==> src/rtl/flash_boot_loader.sv <==
// Boot-time copy engine: streams halfword pairs from the flash driver's continuous-read
// port, packs them little-endian into 32-bit words and pushes them into RAM.
module flash_boot_loader #(
   parameter int FLASH_ADDR_SIZE = 22,
   parameter int RAM_ADDR_SIZE   = 20,
   parameter int COUNT_SIZE      = 20,
   parameter int ACCESS_CYCLES   = 4
) (
   input  logic                       clk,
   input  logic                       rst_n,
   input  logic                       start,
   input  logic [FLASH_ADDR_SIZE-1:0] src_addr,
   input  logic [RAM_ADDR_SIZE-1:0]   dst_addr,
   input  logic [COUNT_SIZE-1:0]      count,
   output logic                       busy,
   output logic                       done,
   output logic                       flash_enable,
   output logic                       flash_enable_read,
   output logic [FLASH_ADDR_SIZE-1:0] flash_addr,
   input  logic [15:0]                flash_data_out,
   input  logic                       flash_busy,
   output logic [RAM_ADDR_SIZE-1:0]   ram_addr,
   output logic [31:0]                ram_data,
   output logic                       ram_we,
   input  logic                       ram_ready
);

   // RAM write port handshake: ram_we is valid, ram_ready is accept; a word transfers on a
   // cycle where both are high, and ram_addr/ram_data hold steady while ram_we waits on ram_ready.

   localparam int CW = (ACCESS_CYCLES > 2) ? $clog2(ACCESS_CYCLES) : 1;
   localparam logic [CW-1:0] CNT_LAST  = CW'(ACCESS_CYCLES - 1);
   localparam logic [CW-1:0] OPEN_LAST = CW'(1);

   typedef enum logic [2:0] {
      IDLE,
      OPEN,
      WAIT_RDY,
      SETTLE_LO,
      SETTLE_HI,
      DRAIN,
      FINISH
   } state_t;

   state_t                     state, state_d;
   logic [CW-1:0]              cnt, cnt_d;
   logic [15:0]                lo, lo_d;
   logic [15:0]                hi, hi_d;
   logic                       hi_held, hi_held_d;
   logic [RAM_ADDR_SIZE-1:0]   dst_cur, dst_cur_d;
   logic [COUNT_SIZE-1:0]      remaining, remaining_d;

   logic                       busy_d, done_d;
   logic                       flash_enable_d, flash_enable_read_d;
   logic [FLASH_ADDR_SIZE-1:0] flash_addr_d;
   logic [RAM_ADDR_SIZE-1:0]   ram_addr_d;
   logic [31:0]                ram_data_d;
   logic                       ram_we_d;
   logic [15:0]                hi_word;
   logic                       out_free;

   always_ff @(posedge clk or negedge rst_n) begin
      if (!rst_n) begin
         state             <= IDLE;
         cnt               <= '0;
         lo                <= '0;
         hi                <= '0;
         hi_held           <= 1'b0;
         dst_cur           <= '0;
         remaining         <= '0;
         busy              <= 1'b0;
         done              <= 1'b0;
         flash_enable      <= 1'b0;
         flash_enable_read <= 1'b0;
         flash_addr        <= '0;
         ram_addr          <= '0;
         ram_data          <= '0;
         ram_we            <= 1'b0;
      end else begin
         state             <= state_d;
         cnt               <= cnt_d;
         lo                <= lo_d;
         hi                <= hi_d;
         hi_held           <= hi_held_d;
         dst_cur           <= dst_cur_d;
         remaining         <= remaining_d;
         busy              <= busy_d;
         done              <= done_d;
         flash_enable      <= flash_enable_d;
         flash_enable_read <= flash_enable_read_d;
         flash_addr        <= flash_addr_d;
         ram_addr          <= ram_addr_d;
         ram_data          <= ram_data_d;
         ram_we            <= ram_we_d;
      end
   end

   always_comb begin
      state_d             = state;
      cnt_d               = cnt;
      lo_d                = lo;
      hi_d                = hi;
      hi_held_d           = hi_held;
      dst_cur_d           = dst_cur;
      remaining_d         = remaining;
      flash_enable_d      = flash_enable;
      flash_enable_read_d = flash_enable_read;
      flash_addr_d        = flash_addr;
      ram_addr_d          = ram_addr;
      ram_data_d          = ram_data;
      ram_we_d            = ram_we;
      hi_word             = hi_held ? hi : flash_data_out;
      out_free            = !ram_we || ram_ready;

      if (ram_we && ram_ready) begin
         ram_we_d = 1'b0;
      end

      case (state)
         IDLE: begin
            if (start) begin
               dst_cur_d   = dst_addr;
               remaining_d = count;
               cnt_d       = '0;
               hi_held_d   = 1'b0;
               if (count == '0) begin
                  state_d = FINISH;
               end else begin
                  flash_enable_d      = 1'b1;
                  flash_enable_read_d = 1'b1;
                  flash_addr_d        = src_addr;
                  state_d             = OPEN;
               end
            end
         end
         OPEN: begin
            if (cnt == OPEN_LAST) begin
               cnt_d   = '0;
               state_d = WAIT_RDY;
            end else begin
               cnt_d = cnt + CW'(1);
            end
         end
         WAIT_RDY: begin
            if (!flash_busy) begin
               cnt_d   = '0;
               state_d = SETTLE_LO;
            end
         end
         SETTLE_LO: begin
            if (cnt == CNT_LAST) begin
               lo_d         = flash_data_out;
               flash_addr_d = flash_addr + FLASH_ADDR_SIZE'(1);
               cnt_d        = '0;
               state_d      = SETTLE_HI;
            end else begin
               cnt_d = cnt + CW'(1);
            end
         end
         SETTLE_HI: begin
            if (cnt != CNT_LAST) begin
               cnt_d = cnt + CW'(1);
            end else if (out_free) begin
               ram_data_d   = {hi_word, lo};
               ram_we_d     = 1'b1;
               ram_addr_d   = dst_cur;
               dst_cur_d    = dst_cur + RAM_ADDR_SIZE'(1);
               remaining_d  = remaining - COUNT_SIZE'(1);
               flash_addr_d = flash_addr + FLASH_ADDR_SIZE'(1);
               hi_held_d    = 1'b0;
               cnt_d        = '0;
               state_d      = (remaining == COUNT_SIZE'(1)) ? DRAIN : SETTLE_LO;
            end else if (!hi_held) begin
               // Output still occupied: keep the high halfword so the stall never re-reads flash.
               hi_d      = flash_data_out;
               hi_held_d = 1'b1;
            end
         end
         DRAIN: begin
            if (ram_we && ram_ready) begin
               flash_enable_d      = 1'b0;
               flash_enable_read_d = 1'b0;
               state_d             = FINISH;
            end
         end
         FINISH: begin
            state_d = IDLE;
         end
         default: begin
            state_d = IDLE;
         end
      endcase

      // busy/done are registered from the next state so they line up with the state itself.
      busy_d = (state_d != IDLE) && (state_d != FINISH);
      done_d = (state_d == FINISH);
   end

endmodule
==> config.mk <==
export PLATFORM = sky130hd
export DESIGN_NAME = flash_boot_loader
export DESIGN_NICKNAME = d
export VERILOG_FILES = /design/src/rtl/flash_boot_loader.sv
export SDC_FILE = /design/constraint.sdc
export NUM_CORES = 1
export LEC_CHECK = 0
export BUFFER_PORTS_ARGS = -buffer_cell sky130_fd_sc_hd__buf_2
export CORE_MARGIN = 1
export CORE_UTILIZATION = 50
export CTS_CLUSTER_DIAMETER = 80
export DETAILED_ROUTE_END_ITERATION = 7
export HOLD_SLACK_MARGIN = 0.05
export PLACE_DENSITY_LB_ADDON = 0.15
export SETUP_SLACK_MARGIN = 0.2
export SKIP_LAST_GASP = 1
export SYNTH_ARGS = -nofsm -noshare
export SYNTH_HDL_FRONTEND = slang
export SYNTH_SLANG_ARGS = --single-unit
==> constraint.sdc <==
create_clock -name clk -period 3.8 [get_ports clk]
set_input_delay 0.76 -clock clk [delete_from_list [all_inputs] [get_ports clk]]
set_output_delay 0.76 -clock clk [all_outputs]
set_load 0.1 [all_outputs]
## Yosys cells after proc, flatten, opt, wreduce, memory -nomap -nowiden

Index checks and enable logic that the tools add are counted.

| word-level totals | value |
|---|---|
| word-level logic and storage cells | 102 |
| bits in registers | 156 |
| input port bits | 83 |

| cells by class | value |
|---|---|
| equal/unequal tests | 19 |
| add/sub/neg operators | 4 |
| multiplexer cells | 44 |
| bitwise gates (word level) | 2 |
| reductions and logical operators | 19 |

Operators by type and width:

| kind | count |
|---|---|
| $mux W20 | 6 |
| $mux W22 | 5 |
| $pmux W20 S2 | 2 |
| $pmux W22 S3 | 1 |
| $mux W3 | 9 |
| $add A22 B1 Y22 const B | 1 |
| $add A20 B1 Y20 const B | 1 |
| $eq A20 B1 Y1 const B | 1 |
| $logic_not A20 Y1 | 1 |
| $sub A20 B1 Y20 const B | 1 |
| $pmux W3 S6 | 1 |
| $mux W16 | 1 |
| $ne A2 B2 Y1 const B | 8 |
| $mux W2 | 6 |
| $reduce_and A4 Y1 | 3 |
| $mux W1 | 10 |
| $pmux W2 S5 | 1 |
| $eq A3 B3 Y1 const B | 3 |
| $reduce_and A3 Y1 | 3 |
| $eq A3 B2 Y1 const B | 2 |
| $ne A3 B3 Y1 const B | 2 |
| $reduce_and A6 Y1 | 1 |
| $reduce_bool A3 Y1 | 2 |
| $reduce_bool A5 Y1 | 1 |
| 12 further kinds | 16 |

## Logic depth before layout (Yosys ltp)

Gate-level depths: netlist of run 1.

| depth | value |
|---|---|
| depth after elaboration | 7 |
| depth in mapped cells | 9 |
| depth with buffers taken out | 8 |

## Worst setup path after synthesis of run 1

Ideal clock, no wire load.

| timing | value |
|---|---|
| path type | flip-flop to flip-flop |
| start point | register flash_addr[0] |
| end point | register flash_addr[18] |
| data required time | 3.733 ns |
| setup slack | 1.246 ns |
| cell stages (with the launch flop) | 8 |
| period minus slack after synthesis | 2.554 ns |
| arrival time | 2.487 ns |
| path buffers | 0 |
| setup time | 0.067 ns |
| cell sequence | dfrtp_1 -> ha_1 -> and3_1 -> nand3_1 -> nor3_1 -> nand3_1 -> a21oi_1 -> o22a_1 |

| between the ends | value |
|---|---|
| longest elaborated chain between the ends | 4 |

RTL lines:

| element | RTL line | text |
|---|---|---|
| start: declaration | 19 | `output logic [FLASH_ADDR_SIZE-1:0] flash_addr,` |
| start signal: assignment | 91 | `flash_addr <= flash_addr_d;` |
| $add A22 B1 Y22 (*) | 153, 169 |  |
| $mux W22 | 163 | `end else if (out_free) begin` |
| $mux W22 | 161 | `if (cnt != CNT_LAST) begin` |
| $pmux W22 S3 (*) | 119 | `case (state)` |

Every way passes the cells marked *; elsewhere a longest branch is shown, timed or not. The select of a mux whose other input is x is not followed.
A chain may end at the register's enable or synchronous reset.

## Final worst setup path of run 1

| timing | value |
|---|---|
| start point | register state[1] |
| end point | register busy |

| between the ends | value |
|---|---|
| longest elaborated chain between the ends | 5 |

RTL lines:

| element | RTL line | text |
|---|---|---|
| start: declaration | 45 | `state_t state, state_d;` |
| start signal: assignment | 80 | `state <= state_d;` |
| $mux W3 | 163 |  |
| $mux W3 | 161 |  |
| $pmux W3 S6 (*) | 119 |  |
| via state_d[1] | 45 |  |
| $ne A3 B3 Y1 / $reduce_bool A3 Y1 (equally long branches) | 195 | `busy_d = (state_d != IDLE) && (state_d != FINISH);` |
| $logic_and A1 B1 Y1 (*) | 195 |  |
| via busy_d | 53 | `logic busy_d, done_d;` |
| end signal: assignment | 87 | `busy <= busy_d;` |
| end: declaration | 15 | `output logic busy,` |

Mark *: on every way through the listed nets, which the timed path passes. The rest lies on a longest branch.

==> metrics, run 1 <==
outcome complete, no violations; Post-CTS Repair Setup Buffers 0; Final setup viols 0; CTS clk-pin slew, worst paths 0.06 ns; layout cells sized above 1 0.246; TritonCTS clock tree built; RSZ-0062 raised after global routing false; area added between synthesis and finish 20.7%; Post-Syn Nets 873; commonest cells in the netlist dfrtp_1 (156), a21oi_1 (83), nand2_1 (67); Worst-Skew Late Latency 0.42 ns; worst-path cell chain nor2_1 > nand2_4 > buf_4 > nor2_4 > a211o_1 > xor2_1 > nand2b_1; Hold Path Class input port to async pin; 1st-iter DRT viols 379; antenna violations before repair 0; Final GP Congestion 0.840; CP max FO 56; slowest CP cell nor2_4; Nets 1,020; max-slew violations 0; clock tree buffer depth 2; internal power 4.50 mW; net load switching power 4.83 mW; Clock Power Share 0.195; number of global-route vias before repair 6,171; Tcrit/Tclk final 0.678; Cell variety after synth 63; YS warnings 0; power per cell area 1000 nW/um^2; full die area 15,900 um^2; die height 126 um; I/O Buffers 161; initial core utilization 0.510; Final min period 2.58 ns; top cell type's share of synthesized area 0.506; DR WL/cell 16.4 um; FF-to-FF setup slack 1.22 ns; global-route wire length before repair 30.4 mm; drt via density 5.83; worst vdd ir 0.000573 V; Clock Sinks 156; Slew HR 0.341; TNS Setup 0 ns; CTS resizes 0; Synth Flop Type dfrtp_1; dpl hpwl 12.9 mm; Total Wirelength 18.5 mm; hold slack 0.372 ns; CORE AREA 15,100 um^2; Mapped Area 7720 um^2; Fin. Hold Viols 0; GRT overflow 0; First-pass DRT Iterations 6; Hold Buf Count CTS 0; most common cell in the netlist dfrtp_1; Comb pwr share 0.494; largest net degree at the start of global routing 83; crit path DAT 2.88 ns; Crit Path Class flip-flop to flip-flop; DRC violations left 0; num rows 45; number of synthesized flops with an enable pin 0; flop and latch count out of synthesis 156; max cap viols 0; CP Capture Type flip-flop; Sw Share 0.518; Avg Cell Area, Syn 9.86 um^2; CTS root buf clkbuf_16; leakage 4.31 nW; post-route ant nets 0; Synth area leader dfrtp_1; TritonCTS Buffers 17; Seq pwr share 0.311; Seq/Total Area, Yosys 0.506; # IOs 162; CP max stage delay 0.61 ns; Fill cells 1,263; Die Wd 126 um; register area 3900 um^2; Tot GR Track Use 0.242; vias 6,594; Synth Instances 783; WP data required 4.10 ns; startpoint types flip-flop; fmax 388 MHz; Fin Clk Skew 0.00452 ns; Multi-input gate area 3560 um^2; worst-margin pin slew 0.986 ns; top cells by area, synth dfrtp_1 (51%), mux2_1 (7.9%), a21oi_1 (5.4%); post-synthesis async set-or-reset flop share 1.00; # H-tree levels 4
power by group through the flow:
stage | Clock (mW) | Sequential, mW | Combinational [mW]
final | 1.82 | 2.90 | 4.61
after global routing | 1.94 | 2.99 | 4.89
after CTS | 1.86 | 2.89 | 4.63
after detailed placement | 0 | 2.91 | 4.62
after global placement | 0 | 2.87 | 4.54
after floorplan | 0 | 5.07 | 1.54
placed cells by master (no fill, tap or decap), types with 14 or more instances in the layout:
cell type	count
nor3_1	18
nand3_1	34
o21ai_1	51
buf_2	160
clkbuf_16	17
a21oi_1	83
mux2i_1	18
nand2_1	67
dfrtp_1	156
o22ai_1	19
inv_1	14
mux2_1	54
nor2_1	49
o21ai_0	30
cell type report:
type                       count  area share
tap                          188      0.0252
inverter                      16     0.00644
antenna                        1    0.000269
clock inverter                11      0.0207
clock buffer                  20      0.0469
sequential                   156       0.419
timing repair buffer         175      0.0998
multi-input combinational    564       0.382
logic make-up after synthesis:
kind of cell | share of synthesized area
xor gates and xnor gates | 0.00113
and+or+nand+nor | 0.152
buffers and inverters | 0.0353
adders and majority gates | 0.0113
muxes | 0.121
DFF | 0.506
AOI/OAI and AO/OA | 0.173
flip-flops by register name (all words and copies together) (netlist names), 2 cells and up:
| signal | count |
|---|---|
| remaining | 20 |
| cnt | 2 |
| flash_addr | 22 |
| ram_data | 32 |
| state | 3 |
| hi | 16 |
| lo | 16 |
| dst_cur | 20 |
| ram_addr | 20 |
layer usage:
layer  GRT usage  routed length [um]  vias to the layer above
met1       0.322                8250                     3195
met4       0.103                 435                        0
met5           0                   0                        -
met3      0.0421                 892                       34
li1            -                   -                     3149
met2       0.390                8940                      216
critical path, delay by kind of cell (launching register included):
| kind | cells | cell delay, ns |
|---|---|---|
| DFF | 1 | 0.54 |
| buffers and inverters | 1 | 0.32 |
| and+or+nand+nor | 4 | 1.17 |
| xor gates and xnor gates | 1 | 0.15 |
| AOI/OAI and AO/OA | 1 | 0.27 |
metrics by stage:
step	util	power, mW	cells	setup slack (ns)	instance area, um^2
finish	0.615	9.33	1131	1.22	9320
global route	0.615	9.83	1130	0.969	9320
CTS	0.615	9.37	1130	1.21	9320
detailed placement	0.574	7.53	1099	1.10	8690
global placement	0.574	7.40	1099	1.09	8690
floorplan	-	6.60	783	1.25	7720
path summary, 6_finish.rpt:
path,depth (start not counted),start,endpoint
max,7,state[1]$_DFF_PN0_,busy$_DFF_PN0_
min,1,rst_n,flash_addr[8]$_DFFE_PN0P_
max reg2reg,7,state[1]$_DFF_PN0_,busy$_DFF_PN0_
min reg2reg,1,ram_data[12]$_DFFE_PN0P_,ram_data[12]$_DFFE_PN0P_
max in group asynchronous,2,rst_n,ram_addr[18]$_DFFE_PN0P_
min in group clk,1,ram_data[12]$_DFFE_PN0P_,ram_data[12]$_DFFE_PN0P_
Note: power is estimated with default switching activity, not from simulation.
==> inputs of run 2 (changes only) <==
--- a/config.mk
+++ b/config.mk
@@ -5,6 +5,7 @@
 export SDC_FILE = /design/constraint.sdc
 export NUM_CORES = 1
 export LEC_CHECK = 0
+export ABC_AREA = 1
 export BUFFER_PORTS_ARGS = -buffer_cell sky130_fd_sc_hd__buf_2
 export CORE_MARGIN = 1
 export CORE_UTILIZATION = 50
==> constraint.sdc (replaced) <==
create_clock -name clk -period 2.2 [get_ports clk]
set_input_delay 0.44 -clock clk [delete_from_list [all_inputs] [get_ports clk]]
set_output_delay 0.44 -clock clk [all_outputs]
set_load 0.1 [all_outputs]
==> run 2 against run 1 <==
Effect of this change:
- combinational power rose by 43%
- sequential share of layout area fell by 2.5 points
- largest cell class unchanged
- area after synthesis rose by 6.4%
- global-route usage rose by 0.69 points
- final area rose by 6.8%
- critical endpoint unchanged
- non-clock buffer count rose by 9
- die area rose by 6.3%
- largest power group unchanged
- clock skew rose by 0.0076 ns
- clock-buffer cell count fell by 2
- sequential power rose by 60%
==> metrics, run 2 <==
slowest CP cell dfrtp_1 (was nor2_4); 1st-iter DRT viols 409 (was 379); Post-CTS Repair Setup Buffers 0 (unchanged); CORE AREA 15,900 um^2 (was 15,100 um^2); top cell type's share of synthesized area 0.475 (was 0.506); post-synthesis async set-or-reset flop share 1.00 (unchanged); Fin. Hold Viols 0 (unchanged); leakage 5.10 nW (was 4.31 nW); CP max FO 7 (was 56); initial core utilization 0.515 (was 0.510); Top Family by Delay on Critical Path simple AND/OR/NAND/NOR gates (unchanged); outcome complete, no violations (unchanged); largest register by flop count ram_data (unchanged); Slew HR 0.659 (was 0.341); Total Wirelength 20.2 mm (was 18.5 mm); TritonCTS Buffers 17 (unchanged); worst-margin pin slew 0.515 ns (was 0.986 ns); Inst Count DP 1,474 (was 1,099); Avg Cell Area, Syn 7.34 um^2 (was 9.86 um^2); Synth Instances 1,120 (was 783); CP Capture Type flip-flop (unchanged); design area 9950 um^2 (was 9320 um^2); Final GP Congestion 0.885 (was 0.840); top cells by area, synth dfrtp_1 (48%), nand2_1 (18%), o21ai_0 (7.2%) (was dfrtp_1 (51%), mux2_1 (7.9%), a21oi_1 (5.4%)); Seq/Total Area, Yosys 0.475 (was 0.506); register area 3920 um^2 (was 3900 um^2); RSZ-0062 raised after global routing false (unchanged); global-route wire length before repair 33.4 mm (was 30.4 mm); Hold Path Class input port to flip-flop (was input port to async pin); max cap viols 0 (unchanged); area added between synthesis and finish 21.1% (was 20.7%); CTS clk-pin slew, worst paths 0.06 ns (about the same); DP Area 9300 um^2 (was 8690 um^2); largest registers ram_data x32, flash_addr x22 (unchanged); DRC violations left 0 (unchanged); Synth area leader dfrtp_1 (unchanged); TritonCTS clock tree built (unchanged); Mapped Area 8220 um^2 (was 7720 um^2); fin cells 1,507 (was 1,131); Synth Flop Type dfrtp_1 (unchanged); max-slew violations 0 (unchanged); DR WL/cell 13.4 um (was 16.4 um); Post-Syn Nets 1,210 (was 873); clock tree buffer depth 2 (unchanged); GRT overflow 0 (unchanged); Tot GR Track Use 0.248 (was 0.242); number of global-route vias before repair 7,045 (was 6,171); M1 GR Usage 0.346 (was 0.322); worst-path cell chain ha_1 > inv_1 > nor2_1 > nand2_2 > nand3_1 > nor2_1 > nand3_1 > nand2_1 > nand2_1 (was nor2_1 > nand2_4 > buf_4 > nor2_4 > a211o_1 > xor2_1 > nand2b_1); Tcrit/Tclk final 0.831 (was 0.678); most frequent cells in the layout nand2_1 (386), buf_2 (160), dfrtp_1 (144), nor2_1 (124), o21ai_0 (119) (was buf_2 (160), dfrtp_1 (156), a21oi_1 (83), nand2_1 (67), mux2_1 (54)); dpl hpwl 14.1 mm (was 12.9 mm); Cell variety after synth 38 (was 63); GR peak layer met2 (unchanged); Buf/Inv on CP 1 (unchanged); Fill cells 1,499 (was 1,263); flop and latch count out of synthesis 156 (unchanged); DP Worst Slack 0.233 ns (was 1.10 ns); die height 130 um (was 126 um); Worst-Skew Late Latency 0.43 ns (was 0.42 ns); max reg flops 32 (unchanged); most common cell in the netlist nand2_1 (was dfrtp_1); # H-tree levels 4 (unchanged); met3 Usage GRT 0.0340 (was 0.0421); WP data required 2.52 ns (was 4.10 ns); antenna violations before repair 0 (unchanged); worst vdd ir 0.00111 V (was 0.000573 V); CTS root buf clkbuf_16 (unchanged); commonest non-fill, non-tap cell in the layout nand2_1 (was buf_2); vias 7,673 (was 6,594); number of synthesized flops with an enable pin 0 (unchanged); FF-to-FF setup slack 0.37 ns (was 1.22 ns); Final min period 1.83 ns (was 2.58 ns); largest net degree at the start of global routing 64 (was 83); layout cells sized above 1 0.197 (was 0.246); First-pass DRT Iterations 5 (was 6); Fin Clk Skew 0.0121 ns (was 0.00452 ns); YS warnings 0 (unchanged); crit path DAT 2.15 ns (was 2.88 ns); number of diodes 0 (was 1); I/O Buffers 161 (unchanged); post-route ant nets 0 (unchanged); routing usage on met2 0.404 (was 0.390); Clock Sinks 156 (unchanged); power per cell area 1430 nW/um^2 (was 1000 nW/um^2); full die area 17,000 um^2 (was 15,900 um^2); Die Wd 130 um (was 126 um); # IOs 162 (unchanged); commonest cells in the netlist nand2_1 (387), dfrtp_1 (156), nor2_1 (126) (was dfrtp_1 (156), a21oi_1 (83), nand2_1 (67)); TNS Setup 0 ns (unchanged); Crit Path Class flip-flop to flip-flop (unchanged); Final setup viols 0 (unchanged); startpoint types flip-flop (unchanged); Nets 1,368 (was 1,020); fmax 547 MHz (was 388 MHz); Final WS setup 0.372 ns (was 1.22 ns); num rows 46 (was 45); CP max stage delay 0.43 ns (was 0.61 ns); drt via density 5.09 (was 5.83); Multi-input gate area 3710 um^2 (was 3560 um^2)
[run 2: cell count changes after synthesis, sizes merged, moves of 41 or more]
cell | previous run | this run
nand2 | 68 | 393
inv | 16 | 101
nor2 | 52 | 131
mux2 | 67 | 0
a21oi | 83 | 37
o21ai | 82 | 123
[run 2: worst reg2reg max path, cell delays in order (launching register included)]
cell and delay (ns):
dfrtp_1 0.43, ha_1 0.27, inv_1 0.18, nor2_1 0.10, nand2_2 0.22, nand3_1 0.11, nor2_1 0.18, nand3_1 0.10
nand2_1 0.07, nand2_1 0.05
[run 2: routing by layer]
metal  vias up  wire length [um]
li1       3894                 -
met1      3548              9670
met2       207              9340
met3        24               901
met4         0               293
met5         -                 0
[run 2: kinds of logic (layout without fill, tap and decap cells)]
family	after synthesis	in the layout	synth area share
fa+ha+maj	7	7	0.0107
buf+inv	146	317	0.0752
xor+xnor	18	18	0.0192
flops	156	156	0.475
simple gates	602	602	0.295
compound gates	191	191	0.125
[run 2: area by class of cell]
class / instances / area share
Sequential cell: 156 / 0.394
Tap cell: 216 / 0.0272
Timing Repair Buffer: 184 / 0.106
Inverter: 101 / 0.0386
Multi-Input combinational cell: 818 / 0.373
Clock buffer: 18 / 0.0441
Clock inverter: 14 / 0.0176
[run 2: timing repair]
| action | 4_1_cts | 5_1_grt |
|---|---|---|
| setup endpoints to repair | 0 | 44 |
| hold buffers | 1 | 0 |
| gates resized for setup | 0 | 10 |
| endpoints found under the hold margin | 43 | 0 |
[run 2: power by group]
part           switching (mW)  internal (mW)  total, mW
registers               0.847           3.80       4.65
clock network            1.30           1.75       3.05
logic                    4.98           1.61       6.58
[run 2: path summary, 6_finish.rpt]
path | from | endpoint | cells past startpoint
max | cnt[0]$_DFFE_PN0P_ | busy$_DFF_PN0_ | 9
min reg2reg | lo[2]$_DFFE_PN0P_ | ram_data[2]$_DFFE_PN0P_ | 2
min | src_addr[9] | flash_addr[9]$_DFFE_PN0P_ | 3
min in group asynchronous | rst_n | ram_addr[15]$_DFFE_PN0P_ | 2
max reg2reg | cnt[0]$_DFFE_PN0P_ | busy$_DFF_PN0_ | 9
max in group asynchronous | rst_n | hi[10]$_DFFE_PN0P_ | 3
[run 2: per-stage QoR]
step	power, mW	hold slack [ns]	util
2_1_floorplan	9.89	0.144	-
3_3_place_gp	11.1	0.418	0.583
3_5_place_dp	11.2	0.414	0.583
4_1_cts	14.3	0.251	0.622
5_1_grt	15.2	0.288	0.624
6_report	14.3	0.260	0.624
